--- src/rtl/accel_spi_reader.sv ---
// SPI master for the board accelerometer: writes POWER_CTL once, then reads X/Y on every update tick
// and presents them as 9-bit offset-binary tilt. Define ACCEL_AVG_EN for a 4-sample moving average per axis.

module accel_spi_axis (
  input  logic       clk,
  input  logic       reset,
  input  logic       load,
  input  logic [7:0] sample,
  output logic [8:0] tilt
);
`ifdef ACCEL_AVG_EN
  // Three stored samples plus the incoming one form the 4-entry window.
  logic [2:0][7:0]   hist;
  logic signed [9:0] sum;
  logic [7:0]        avg;

  always_comb begin
    sum = 10'($signed(sample)) + 10'($signed(hist[0])) +
          10'($signed(hist[1])) + 10'($signed(hist[2]));
    avg = 8'(sum >>> 2);
  end

  always_ff @(posedge clk) begin
    if (!reset) begin
      hist <= '0;
      tilt <= 9'd256;
    end else if (load) begin
      hist <= {hist[1:0], sample};
      tilt <= {~avg[7], avg[6:0], 1'b0};
    end
  end
`else
  always_ff @(posedge clk) begin
    if (!reset)    tilt <= 9'd256;
    else if (load) tilt <= {~sample[7], sample[6:0], 1'b0};
  end
`endif
endmodule

module accel_spi_reader #(
  parameter int CLK_FREQUENCY_HZ       = 100000000,
  parameter int SCLK_FREQUENCY_HZ      = 1000000,
  parameter int UPDATE_FREQUENCY_HZ    = 100,
  parameter int POWERUP_DELAY_CYCLES   = 1000000,
  parameter int CNTR_WIDTH             = 32,
  parameter int SIMULATE               = 0,
  parameter int SIMULATE_FREQUENCY_CNT = 50
) (
  input  logic       clk,
  input  logic       reset,
  output logic       spi_sclk,
  output logic       spi_mosi,
  input  logic       spi_miso,
  output logic       spi_cs_n,
  output logic [8:0] accelX_OUT,
  output logic [8:0] accelY_OUT,
  output logic       data_valid,
  output logic       init_done
);
  localparam int NUM_AXES = 2;
  localparam int HP       = (SIMULATE != 0) ? 2 : CLK_FREQUENCY_HZ / (2 * SCLK_FREQUENCY_HZ);
  localparam int PERIOD   = (SIMULATE != 0) ? SIMULATE_FREQUENCY_CNT : CLK_FREQUENCY_HZ / UPDATE_FREQUENCY_HZ;
  localparam int PWR_DLY  = (SIMULATE != 0) ? 10 : POWERUP_DELAY_CYCLES;

  localparam logic [CNTR_WIDTH-1:0] HP_END   = CNTR_WIDTH'(HP - 1);
  localparam logic [CNTR_WIDTH-1:0] GAP_END  = CNTR_WIDTH'(2 * HP - 1);
  localparam logic [CNTR_WIDTH-1:0] PWR_END  = CNTR_WIDTH'(PWR_DLY - 1);
  localparam logic [CNTR_WIDTH-1:0] TICK_END = CNTR_WIDTH'(PERIOD - 1);

  // Commands left-justified; CFG only uses the top 24 bits.
  localparam logic [31:0] CFG_CMD = 32'h0A2D_0200;
  localparam logic [31:0] RD_CMD  = 32'h0B08_0000;

  typedef enum logic [2:0] {S_INIT_WAIT, S_CFG, S_IDLE, S_RD, S_UPD, S_GAP} state_t;

  state_t                  state, state_nxt;
  logic [CNTR_WIDTH-1:0]   cnt, tick_cnt;
  logic [6:0]              edge_idx, last_edge;
  logic [30:0]             tx_sr;
  logic [15:0]             rx_sr;
  logic                    pending, tick;
  logic                    in_xfer, hp_done, xfer_done, sclk_rise, sclk_fall, start;
  logic [31:0]             cmd;
  logic [NUM_AXES-1:0][7:0] samples;
  logic [NUM_AXES-1:0][8:0] tilts;

  assign tick = (tick_cnt == TICK_END);

  always_ff @(posedge clk) begin
    if (!reset) state <= S_INIT_WAIT;
    else        state <= state_nxt;
  end

  // Transfer events: edge_idx even -> sclk rises next, odd -> falls; the event after
  // the last fall releases CS.
  always_comb begin
    state_nxt = state;
    in_xfer   = (state == S_CFG) || (state == S_RD);
    last_edge = (state == S_CFG) ? 7'd48 : 7'd64;
    hp_done   = (cnt == HP_END);
    xfer_done = in_xfer && hp_done && (edge_idx == last_edge);
    sclk_rise = in_xfer && hp_done && !edge_idx[0] && (edge_idx != last_edge);
    sclk_fall = in_xfer && hp_done && edge_idx[0];
    case (state)
      S_INIT_WAIT: if (cnt == PWR_END)   state_nxt = S_CFG;
      S_CFG:       if (xfer_done)        state_nxt = S_GAP;
      S_IDLE:      if (tick || pending)  state_nxt = S_RD;
      S_RD:        if (xfer_done)        state_nxt = S_UPD;
      S_UPD:                             state_nxt = S_GAP;
      S_GAP:       if (cnt == GAP_END)   state_nxt = S_IDLE;
      default:                           state_nxt = S_INIT_WAIT;
    endcase
    start = ((state == S_INIT_WAIT) && (state_nxt == S_CFG)) ||
            ((state == S_IDLE) && (state_nxt == S_RD));
    cmd   = (state == S_IDLE) ? RD_CMD : CFG_CMD;
  end

  always_ff @(posedge clk) begin
    if (!reset) begin
      cnt        <= '0;
      tick_cnt   <= '0;
      pending    <= 1'b0;
      edge_idx   <= '0;
      tx_sr      <= '0;
      rx_sr      <= '0;
      spi_sclk   <= 1'b0;
      spi_cs_n   <= 1'b1;
      spi_mosi   <= 1'b0;
      data_valid <= 1'b0;
      init_done  <= 1'b0;
    end else begin
      cnt      <= ((state_nxt != state) || (in_xfer && hp_done)) ? '0 : cnt + 1'b1;
      tick_cnt <= tick ? '0 : tick_cnt + 1'b1;
      // Any pending request is consumed by the IDLE->RD move; extra ticks fold into one.
      if (state == S_IDLE) pending <= 1'b0;
      else if (tick)       pending <= 1'b1;

      if (start) begin
        edge_idx <= '0;
        spi_cs_n <= 1'b0;
        spi_mosi <= cmd[31];
        tx_sr    <= cmd[30:0];
        rx_sr    <= '0;
      end else if (in_xfer && hp_done) begin
        edge_idx <= edge_idx + 1'b1;
      end
      if (sclk_rise) begin
        spi_sclk <= 1'b1;
        rx_sr    <= {rx_sr[14:0], spi_miso};
      end
      if (sclk_fall) begin
        spi_sclk <= 1'b0;
        spi_mosi <= tx_sr[30];
        tx_sr    <= {tx_sr[29:0], 1'b0};
      end
      if (xfer_done) spi_cs_n <= 1'b1;
      if (xfer_done && (state == S_CFG)) init_done <= 1'b1;
      data_valid <= xfer_done && (state == S_RD);
    end
  end

  // Bytes 3 and 4 of the read are the last 16 bits shifted in.
  assign samples[0] = rx_sr[15:8];
  assign samples[1] = rx_sr[7:0];

  for (genvar a = 0; a < NUM_AXES; a++) begin : g_axis
    accel_spi_axis u_axis (
      .clk    (clk),
      .reset  (reset),
      .load   (xfer_done && (state == S_RD)),
      .sample (samples[a]),
      .tilt   (tilts[a])
    );
  end

  assign accelX_OUT = tilts[0];
  assign accelY_OUT = tilts[1];
endmodule

--- config.mk ---
export PLATFORM = sky130hd
export DESIGN_NAME = accel_spi_reader
export DESIGN_NICKNAME = d
export VERILOG_FILES = /design/src/rtl/accel_spi_reader.sv
export SDC_FILE = /design/constraint.sdc
export NUM_CORES = 1
export LEC_CHECK = 0
export BUFFER_PORTS_ARGS = -buffer_cell sky130_fd_sc_hd__buf_2
export CAP_MARGIN = 25
export CORE_ASPECT_RATIO = 0.6
export CORE_MARGIN = 1.5
export CORE_UTILIZATION = 40
export DETAILED_ROUTE_END_ITERATION = 6
export SLEW_MARGIN = 20
export SYNTH_ARGS = -nofsm -noshare
export SYNTH_HDL_FRONTEND = slang
export SYNTH_HIERARCHICAL = 1
export SYNTH_SLANG_ARGS = --single-unit
export TNS_END_PERCENT = 30
--- constraint.sdc ---
create_clock -name clk -period 2.1 [get_ports clk]
set_input_delay 0.315 -clock clk [delete_from_list [all_inputs] [get_ports clk]]
set_output_delay 0.315 -clock clk [all_outputs]
set_load 0.01 [all_outputs]
==> results of run 1 <==
[cell type report]
class                           instances  share of cell area
Multi-Input combinational cell        483               0.421
Sequential cell                       134               0.353
Clock buffer                           18              0.0560
Tap cell                              198              0.0323
Timing Repair Buffer                  102               0.108
Inverter                               14             0.00686
Clock inverter                         14              0.0227
[cell usage in the layout, fill, tap and decap left out, types with 18 or more instances in the layout]
| cell | synthesis | layout |
|---|---|---|
| nand2_1 | 48 | 48 |
| xnor2_1 | 25 | 25 |
| dfxtp_1 | 134 | 125 |
| buf_4 | 6 | 69 |
| nor3_1 | 30 | 28 |
| xor2_1 | 36 | 36 |
| buf_2 | 6 | 23 |
| o31ai_1 | 18 | 18 |
| nand4_1 | 43 | 43 |
| clkbuf_16 | 0 | 18 |
| nor2_1 | 59 | 54 |
| nand3_1 | 45 | 43 |
[cell families after synthesis]
logic type                 after synthesis  share of synthesized area
other                                    2                    0.00126
buffers and inverters                   54                     0.0414
muxes                                   16                     0.0268
and+or+nand+nor                        318                      0.288
adders and majority gates                5                     0.0105
DFF                                    134                      0.448
AOI/OAI and AO/OA                       81                     0.0945
xor gates and xnor gates                61                     0.0893
[timing repair]
item                                    4_1_cts  5_1_grt
endpoints found under the setup margin       81       95
pin swaps                                     5       10
hold buffers                                  0        0
buffers inserted                              3        3
resized for setup                             4       40
gates cloned                                  1        1
[where the power goes]
part	leakage, nW	total, mW	internal (mW)	switching (mW)
registers	1.09	2.56	2.55	0.00822
logic	1.40	0.139	0.0546	0.0845
clock network	0.295	3.05	1.88	1.17
[metal layers]
metal / share of wire / wire (um)
met1: 0.53 / 7560
met2: 0.43 / 6170
met3: 0.038 / 553
met4: 0.0058 / 84
met5: 0 / 0
[stage by stage]
step	setup WS [ns]	cell area, um2	hold WS, ns	total power, mW
finish	-0.0152	7660	0.170	5.75
global route	-0.104	7660	0.164	5.94
CTS	0.00245	7470	0.163	5.78
detailed placement	-0.0772	6790	0.451	2.73
global placement	0.00397	6790	0.445	2.73
floorplan	0.0301	5990	0.374	2.69
[state kept, by name (all words and copies together) (netlist names)]
name                flops
tick_cnt               32
spi_sclk                1
spi_cs_n                1
state                   3
pending                 1
spi_mosi                1
edge_idx                7
rx_sr                  16
tx_sr                  22
init_done               1
cnt                    32
g_axis.u_axis/tilt     16
data_valid              1
[path summary, 6_finish.rpt]
| path | endpoint | depth (start not counted) | start | slack (ns) |
|---|---|---|---|---|
| setup / recovery | cnt[15]$_SDFF_PP0_ | 8 | tick_cnt[21]$_SDFF_PP0_ | -0.02 |
| setup reg to reg | cnt[15]$_SDFF_PP0_ | 8 | tick_cnt[21]$_SDFF_PP0_ | -0.02 |
| hold reg to reg | rx_sr[15]$_SDFFE_PN0P_ | 2 | rx_sr[15]$_SDFFE_PN0P_ | 0.46 |
| hold / removal | rx_sr[0]$_SDFFE_PN0P_ | 2 | spi_miso | 0.17 |
[critical path: cells and delay by family, from the launching register on]
kind / cells / cell delay [ns]
flip-flops: 1 / 0.35
buffers and inverters: 3 / 0.46
AO/OA/AOI/OAI: 2 / 0.68
AND/OR/NAND/NOR: 3 / 0.51
==> impl_metrics.csv, run 1 <==
group,metric,value,unit
status,outcome,"complete, but fails checks",
status,failed_checks,"negative setup slack",
synth,synth_ff_type,"dfxtp_1",
floorplan,die_w,161,um
sta,fin_crit,2.12,ns
sta,finalMaxSlewViolations,0,
sta,rsz0062_at_grt,"yes",
worst_setup_path,path_cells,"nor4_4, nand4_1, buf_4, o41a_1, o21ai_4, buf_12, clkbuf_16, nor2_1",
detailed_routing,dr.pass1.iters,5,
placed_design,port_buffers,23,
final_layout,utilization,0.527,
worst_setup_path,cp_slowest_cell,"o41a_1",
clocking,cts.clk_slew.worst_paths,0.06,ns
final_layout,insertedDiodeCount,0,
final_layout,area_growth,28.0,%
detailed_routing,wl_per_cell,14.9,um
placed_design,globalplace.congestion,0.805,
floorplan,coreArea,0.0145,mm2
detailed_routing,vias,5183,
synth,async_flop_share,0,
floorplan,rows,34,
detailed_routing,drc,0,
clocking,cts.htree.levels,4,
final_layout,nets,760,
power_and_ir_drop,power_density,750,mW/mm2
job,cap_violations,0,
detailed_routing,ant_nets,0,
power_and_ir_drop,ir_drop,0.000492,V
sta,period_share,1.01,
grt,antenna_found_initial,0,
worst_setup_path,worstSetupStartpointType,"register",
final_layout,finalNonFillerCells,963,
final_layout,regArea,0.00270,mm2
final_layout,multi_input_area,0.00323,mm2
synth,ys_seq_area_frac,0.448,
final_layout,layout-drive-gt1-share,0.234,
worst_setup_path,arrival,2.42,ns
floorplan,initial_core_util,0.411,
clocking,clkLatencyLatePin,0.41,ns
final_layout,fillCellCount,1324,
floorplan,io_pins,26,
worst_setup_path,crit_required,2.40,ns
grt,gr-usage-met3,0.0484,
grt,grt_pass1_wl,23.9,mm
worst_hold_path,worstHoldPathType,"input pin to register",
sta,timing.slew.headroom,0.645,
grt,grt_util_met1,0.277,
placed_design,hpwl,9.82,mm
worst_setup_path,crit_type,"register to register",
grt,grt_use_total,0.187,
sta,fmax,473,MHz
synth,synthCells,671,
clocking,clk_path_buf_depth,2,
synth,synthTopCellsByCount,"dfxtp_1, nor2_1, nand2_1",
detailed_routing,via_per_inst,5.38,
grt,grt.busiest_layer,"met1",
sta,setup_ws,-0.0152,ns
sta,skew,0.0123,ns
synth,synth_warnings,6,
grt,grt_use_met2,0.270,
synth,synth_nets,679,
synth,synth_area_leaders,"dfxtp_1, xor2_1, nand4_1",
synth,syn_area_per_cell,8.92,um2
worst_setup_path,slowest_delay,0.47,ns
power_and_ir_drop,cellLeakagePower,2.79,nW
floorplan,die_h,97.7,um
clocking,numCtsBuffers,17,
worst_setup_path,cp-end-kind,"register",
sta,setup-tns-final,-0.105,ns
synth,synth_top_cell_area_share,0.448,
synth,yosysMostFrequentCell,"dfxtp_1",
placed_design,place_inst,924,
synth,synth_edf_count,0,
sta,worst_slew_pin_slew,0.531,ns
clocking,cts_sinks,134,
sta,setup_viol,12,
worst_setup_path,crit_path_max_fanout,6,
grt,grt_max_degree,52,
grt,first_global_vias,4820,
clocking,root_buffer,"clkbuf_16",
synth,synth_cell_types,54,
detailed_routing,dr.first_iter.drc_count,412,
synth,yosys.area.top_type,"dfxtp_1",
grt,grt_overflow,0,
sta,finalHoldViolCount,0,
synth,ys_ff_latch,134,
detailed_routing,routed_wl,14.4,mm
synth,synth_area,0.00598,mm2
floorplan,die-area,0.0157,mm2
clocking,cts_tree,"built",
(Power assumes the default switching activity.)
==> run 2: changes to the inputs <==
- PLACE_DENSITY_LB_ADDON: not set -> 0.05
==> impl_metrics.csv, run 2 (synthesis results as in run 1) <==
group,metric,value,unit
detailed_routing,vias,5266,
grt,grt_overflow,0,
grt,grt_use_total,0.197,
status,outcome,"finished clean",
power_and_ir_drop,power_density,756,mW/mm2
power_and_ir_drop,intPower,4.63,mW
sta,finalHoldViolCount,0,
detailed_routing,dr.first_iter.drc_count,372,
clocking,numCtsBuffers,17,
power_and_ir_drop,ir_drop,0.000416,V
worst_setup_path,cp-end-kind,"register",
detailed_routing,via_per_inst,5.42,
sta,rsz0062_at_grt,"yes",
sta,fin_crit,2.08,ns
floorplan,initial_core_util,0.411,
grt,antenna_found_initial,0,
detailed_routing,ant_nets,0,
power_and_ir_drop,p_switching,1.34,mW
final_layout,utilization,0.543,
clocking,cts.clk_slew.worst_paths,0.06,ns
job,cap_violations,0,
placed_design,pre_cts_slack,-0.172,ns
grt,first_global_vias,4786,
sta,finalMaxSlewViolations,0,
detailed_routing,routed_wl,15.1,mm
clocking,root_buffer,"clkbuf_16",
final_layout,layout_common_cells,"dfxtp_1, buf_4, nor2_1",
worst_setup_path,crit_type,"register to register",
floorplan,coreArea,0.0145,mm2
floorplan,die-area,0.0157,mm2
sta,setup_ws,0.0167,ns
clocking,cts_tree,"built",
clocking,hold_buffers,0,
sta,fmax,480,MHz
floorplan,die_h,97.7,um
power_and_ir_drop,power_frac_clock,0.546,
floorplan,rows,34,
final_layout,nets,768,
clocking,clk_path_buf_depth,2,
worst_setup_path,arrival,2.39,ns
final_layout,area_growth,32.0,%
worst_setup_path,worstSetupStartpointType,"register",
floorplan,die_w,161,um
power_and_ir_drop,swShare,0.225,
clocking,cts.htree.levels,4,
worst_setup_path,crit_required,2.41,ns
clocking,clkLatencyLatePin,0.42,ns
placed_design,port_buffers,23,
final_layout,layout-drive-gt1-share,0.256,
placed_design,globalplace.congestion,0.782,
final_layout,fillCellCount,1328,
grt,grt_max_degree,83,
final_layout,layout_commonest_cell,"dfxtp_1",
grt,grt_pass1_wl,24.7,mm
detailed_routing,drc,0,
detailed_routing,dr.pass1.iters,5,
power_and_ir_drop,p_seq_frac,0.429,
worst_hold_path,worstHoldPathType,"input pin to register",
final_layout,insertedDiodeCount,0,
final_layout,reg_top3,"cnt x32, tick_cnt x32, tx_sr x22",
placed_design,hpwl,10.1,mm
sta,period_share,0.992,
power_and_ir_drop,cellLeakagePower,2.87,nW
floorplan,io_pins,26,
sta,setup_viol,0,
detailed_routing,wl_per_cell,15.5,um
clocking,cts_sinks,134,
worst_setup_path,crit_path_max_fanout,6,
power_and_ir_drop,combPwrFrac,0.024,
sta,skew,0.0131,ns
## run 2: cell count changes in the layout (fill, tap and decap cells not counted), sizes merged
cell,previous run,this run
buf,101,108
bufinv,3,4
clkinv,7,3
clkinvlp,1,2
inv,17,20
## run 2: timing repair
| action | 4_1_cts | 5_1_grt |
|---|---|---|
| setup buffers | 3 | 4 |
| cloned | 1 | 2 |
| pin swaps | 3 | 18 |
| setup endpoints to repair | 72 | 97 |
| gates resized for setup | 11 | 51 |
## run 2: worst paths after layout
| check | start | to | slack [ns] | cells past startpoint |
|---|---|---|---|---|
| setup reg to reg | tick_cnt[14]$_SDFF_PP0_ | cnt[29]$_SDFF_PP0_ | 0.02 | 7 |
| hold reg to reg | tx_sr[16]$_SDFFE_PN0P_ | tx_sr[17]$_SDFFE_PN0P_ | 0.46 | 2 |
| hold / removal | spi_miso | rx_sr[0]$_SDFFE_PN0P_ | 0.19 | 2 |
| setup / recovery | tick_cnt[14]$_SDFF_PP0_ | cnt[29]$_SDFF_PP0_ | 0.02 | 7 |
## run 2: cell type report
type	count	area [um2]	share of cell area
multi-input cells	483	3350	0.424
flip-flops and latches	134	2690	0.341
repair buffers	110	917	0.116
clock buffers	17	425	0.0539
well taps	198	248	0.0314
clock inverters	15	216	0.0274
inverters	14	52.6	0.00666
## run 2: per-layer routing
| metal | global-route usage | part of all wire | vias to the layer above | routed length, um |
|---|---|---|---|---|
| met5 | 0 | 0 | - | 0 |
| met4 | 0.0520 | 0.0096 | 0 | 144 |
| met3 | 0.0590 | 0.050 | 14 | 747 |
| met2 | 0.266 | 0.41 | 108 | 6170 |
| met1 | 0.300 | 0.53 | 2527 | 8010 |
| li1 | - | - | 2617 | - |
## run 2: metrics by stage
stage               power (mW)  area, um2  instances  hold WS (ns)  setup TNS [ns]
floorplan                 2.69       5990        671         0.374               0
global placement          2.73       6870        932         0.439           -1.42
detailed placement        2.73       6870        932         0.449           -3.72
CTS                       6.01       7630        968         0.168               0
global route              6.16       7900        971         0.183           -2.46
finish                    5.97       7900        971         0.186               0
## run 2: power by group through the flow
stage | clock network, mW | registers, mW | logic, mW
floorplan | 0 | 2.62 | 0.0731
CTS | 3.32 | 2.56 | 0.129
global route | 3.44 | 2.56 | 0.156
global placement | 0 | 2.62 | 0.114
finish | 3.26 | 2.56 | 0.145
detailed placement | 0 | 2.62 | 0.116
## run 2: critical path: stages, from the launching register on
cell and delay (ns):
dfxtp_1 0.39, nor4b_2 0.23, nand4b_1 0.24, o41a_1 0.55, o21ai_4 0.23, buf_6 0.13
clkbuf_16 0.15, nor3_2 0.04
==> run 3: changes to the inputs <==
- BUFFER_PORTS_ARGS: -buffer_cell sky130_fd_sc_hd__buf_2 -> not set
- CORE_UTILIZATION: 40 -> 25
- DONT_BUFFER_PORTS: not set -> 1
==> impl_metrics.csv, run 3 (synthesis results as in run 1) <==
group,metric,value,unit
status,outcome,"finished clean",
grt,grt_pass1_wl,26.2,mm
detailed_routing,ant_nets,0,
detailed_routing,wl_per_cell,14.9,um
final_layout,utilization,0.336,
floorplan,die-area,0.0249,mm2
sta,setup_ws,0.0171,ns
clocking,root_buffer,"clkbuf_16",
worst_setup_path,cp_slowest_cell,"nor4_1",
final_layout,layout-drive-gt1-share,0.226,
worst_setup_path,critical_path_buf_inv_count,2,
worst_setup_path,r2r-end,"g_axis[0].u_axis/tilt[2]$_SDFFE_PN0P_",
grt,antenna_found_initial,0,
placed_design,port_buffers,0,
final_layout,nets,764,
sta,fmax,480,MHz
clocking,cts.htree.levels,4,
worst_setup_path,slowest_delay,0.34,ns
worst_setup_path,crit_type,"register to register",
power_and_ir_drop,cellLeakagePower,2.78,nW
clocking,cts_tree,"built",
detailed_routing,via_per_inst,4.70,
sta,setup_viol,0,
worst_setup_path,cp.depth,9,
worst_setup_path,worstSetupStartpointType,"register",
grt,grt_use_total,0.136,
final_layout,reg_top3,"cnt x32, tick_cnt x32, tx_sr x22",
placed_design,hpwl,11.2,mm
worst_setup_path,arrival,2.41,ns
worst_setup_path,crit_family,"simple AND/OR/NAND/NOR gates",
worst_setup_path,critPathLaunch,"cnt[28]$_SDFF_PP0_",
floorplan,die_w,203,um
worst_setup_path,crit_path_max_fanout,9,
sta,rsz0062_at_grt,"yes",
clocking,cts_sinks,134,
floorplan,initial_core_util,0.257,
power_and_ir_drop,ir_drop,0.000500,V
worst_setup_path,crit_required,2.42,ns
final_layout,layout_commonest_cell,"dfxtp_1",
detailed_routing,drc,0,
sta,period_share,0.992,
worst_setup_path,r2r_start,"cnt[28]$_SDFF_PP0_",
power_and_ir_drop,power_density,721,mW/mm2
worst_setup_path,r2r_cells,9,
worst_setup_path,cp-endpoint,"g_axis[0].u_axis/tilt[2]$_SDFFE_PN0P_",
worst_setup_path,cp-end-kind,"register",
worst_setup_path,path_cells,"nor4_1, buf_4, nand3_1, nor3_4, nand2_2, nor2_4, buf_12, mux2i_1, nor2b_1",
clocking,cts.clk_slew.worst_paths,0.06,ns
clocking,clkLatencyLatePin,0.43,ns
sta,finalHoldViolCount,0,
sta,finalMaxSlewViolations,0,
placed_design,pre_cts_slack,-0.0506,ns
sta,fin_crit,2.08,ns
floorplan,coreArea,0.0233,mm2
clocking,numCtsBuffers,17,
worst_setup_path,rrSetupSlack,0.02,ns
final_layout,area_growth,31.0,%
detailed_routing,dr.first_iter.drc_count,308,
grt,grt_max_degree,81,
detailed_routing,routed_wl,16.2,mm
placed_design,globalplace.congestion,0.736,
grt,first_global_vias,4891,
job,cap_violations,0,
detailed_routing,vias,5098,
grt,grt_overflow,0,
floorplan,io_pins,26,
final_layout,insertedDiodeCount,0,
floorplan,die_h,123,um
detailed_routing,dr.pass1.iters,4,
final_layout,layout_common_cells,"dfxtp_1, buf_4, nor2_1",
floorplan,rows,43,
sta,skew,0.0125,ns
clocking,clk_path_buf_depth,2,
worst_hold_path,worstHoldPathType,"input pin to register",
-- run 3: repair_timing --
action                     4_1_cts  5_1_grt
resized for setup                9       22
hold endpoints to repair         4        0
pin swaps                        2        6
setup endpoints to repair       82       96
gates cloned                     0        2
setup buffers                    0        1
hold buffers                     1        0
-- run 3: worst min-delay path by stage --
stage | start | cells after the start | end | slack [ns]
after floorplan | reset | 1 | g_axis[0].u_axis/tilt[8]$_SDFFE_PN1P_ | 0.37
after global placement | reset | 1 | g_axis[1].u_axis/tilt[8]$_SDFFE_PN1P_ | 0.38
after detailed placement | reset | 1 | g_axis[1].u_axis/tilt[8]$_SDFFE_PN1P_ | 0.38
after CTS | reset | 1 | g_axis[1].u_axis/tilt[6]$_SDFFE_PN0P_ | 0.0005
after global routing | reset | 1 | g_axis[1].u_axis/tilt[5]$_SDFFE_PN0P_ | 0.005
final | reset | 1 | g_axis[1].u_axis/tilt[6]$_SDFFE_PN0P_ | 0.03
-- run 3: metrics by stage --
step	TNS (ns)	cell area [um2]	hold slack, ns	cells	total power, mW
final	0	7840	0.0307	1084	5.65
after global routing	-6.75	7840	0.00452	1084	5.87
after CTS	-0.0249	7710	0.000477	1081	5.74
after detailed placement	-1.86	7070	0.382	1048	2.71
after global placement	-0.157	7070	0.379	1048	2.71
after floorplan	0	5990	0.374	671	2.69
-- run 3: metal layers --
layer / track usage / share of wire / routed length (um) / vias to the layer above
met3: 0.0385 / 0.038 / 616 / 8
met4: 0.0412 / 0.0093 / 151 / 0
met2: 0.183 / 0.38 / 6190 / 74
met5: 0 / 0 / 0 / -
met1: 0.204 / 0.57 / 9230 / 2419
li1: - / - / - / 2597
-- run 3: cell type report --
cell class / instances / area, um2
Sequential cell: 134 / 2690
Multi-Input combinational cell: 483 / 3190
Tap cell: 315 / 394
Inverter: 14 / 52.6
Clock buffer: 20 / 467
Clock inverter: 12 / 119
Timing Repair Buffer: 106 / 927
Fill cell: 2403 / 15500
-- run 3: where the power goes --
part,switching (mW),internal [mW]
combinational,0.0561,0.0423
sequential,0.0104,2.55
clock,1.25,1.74
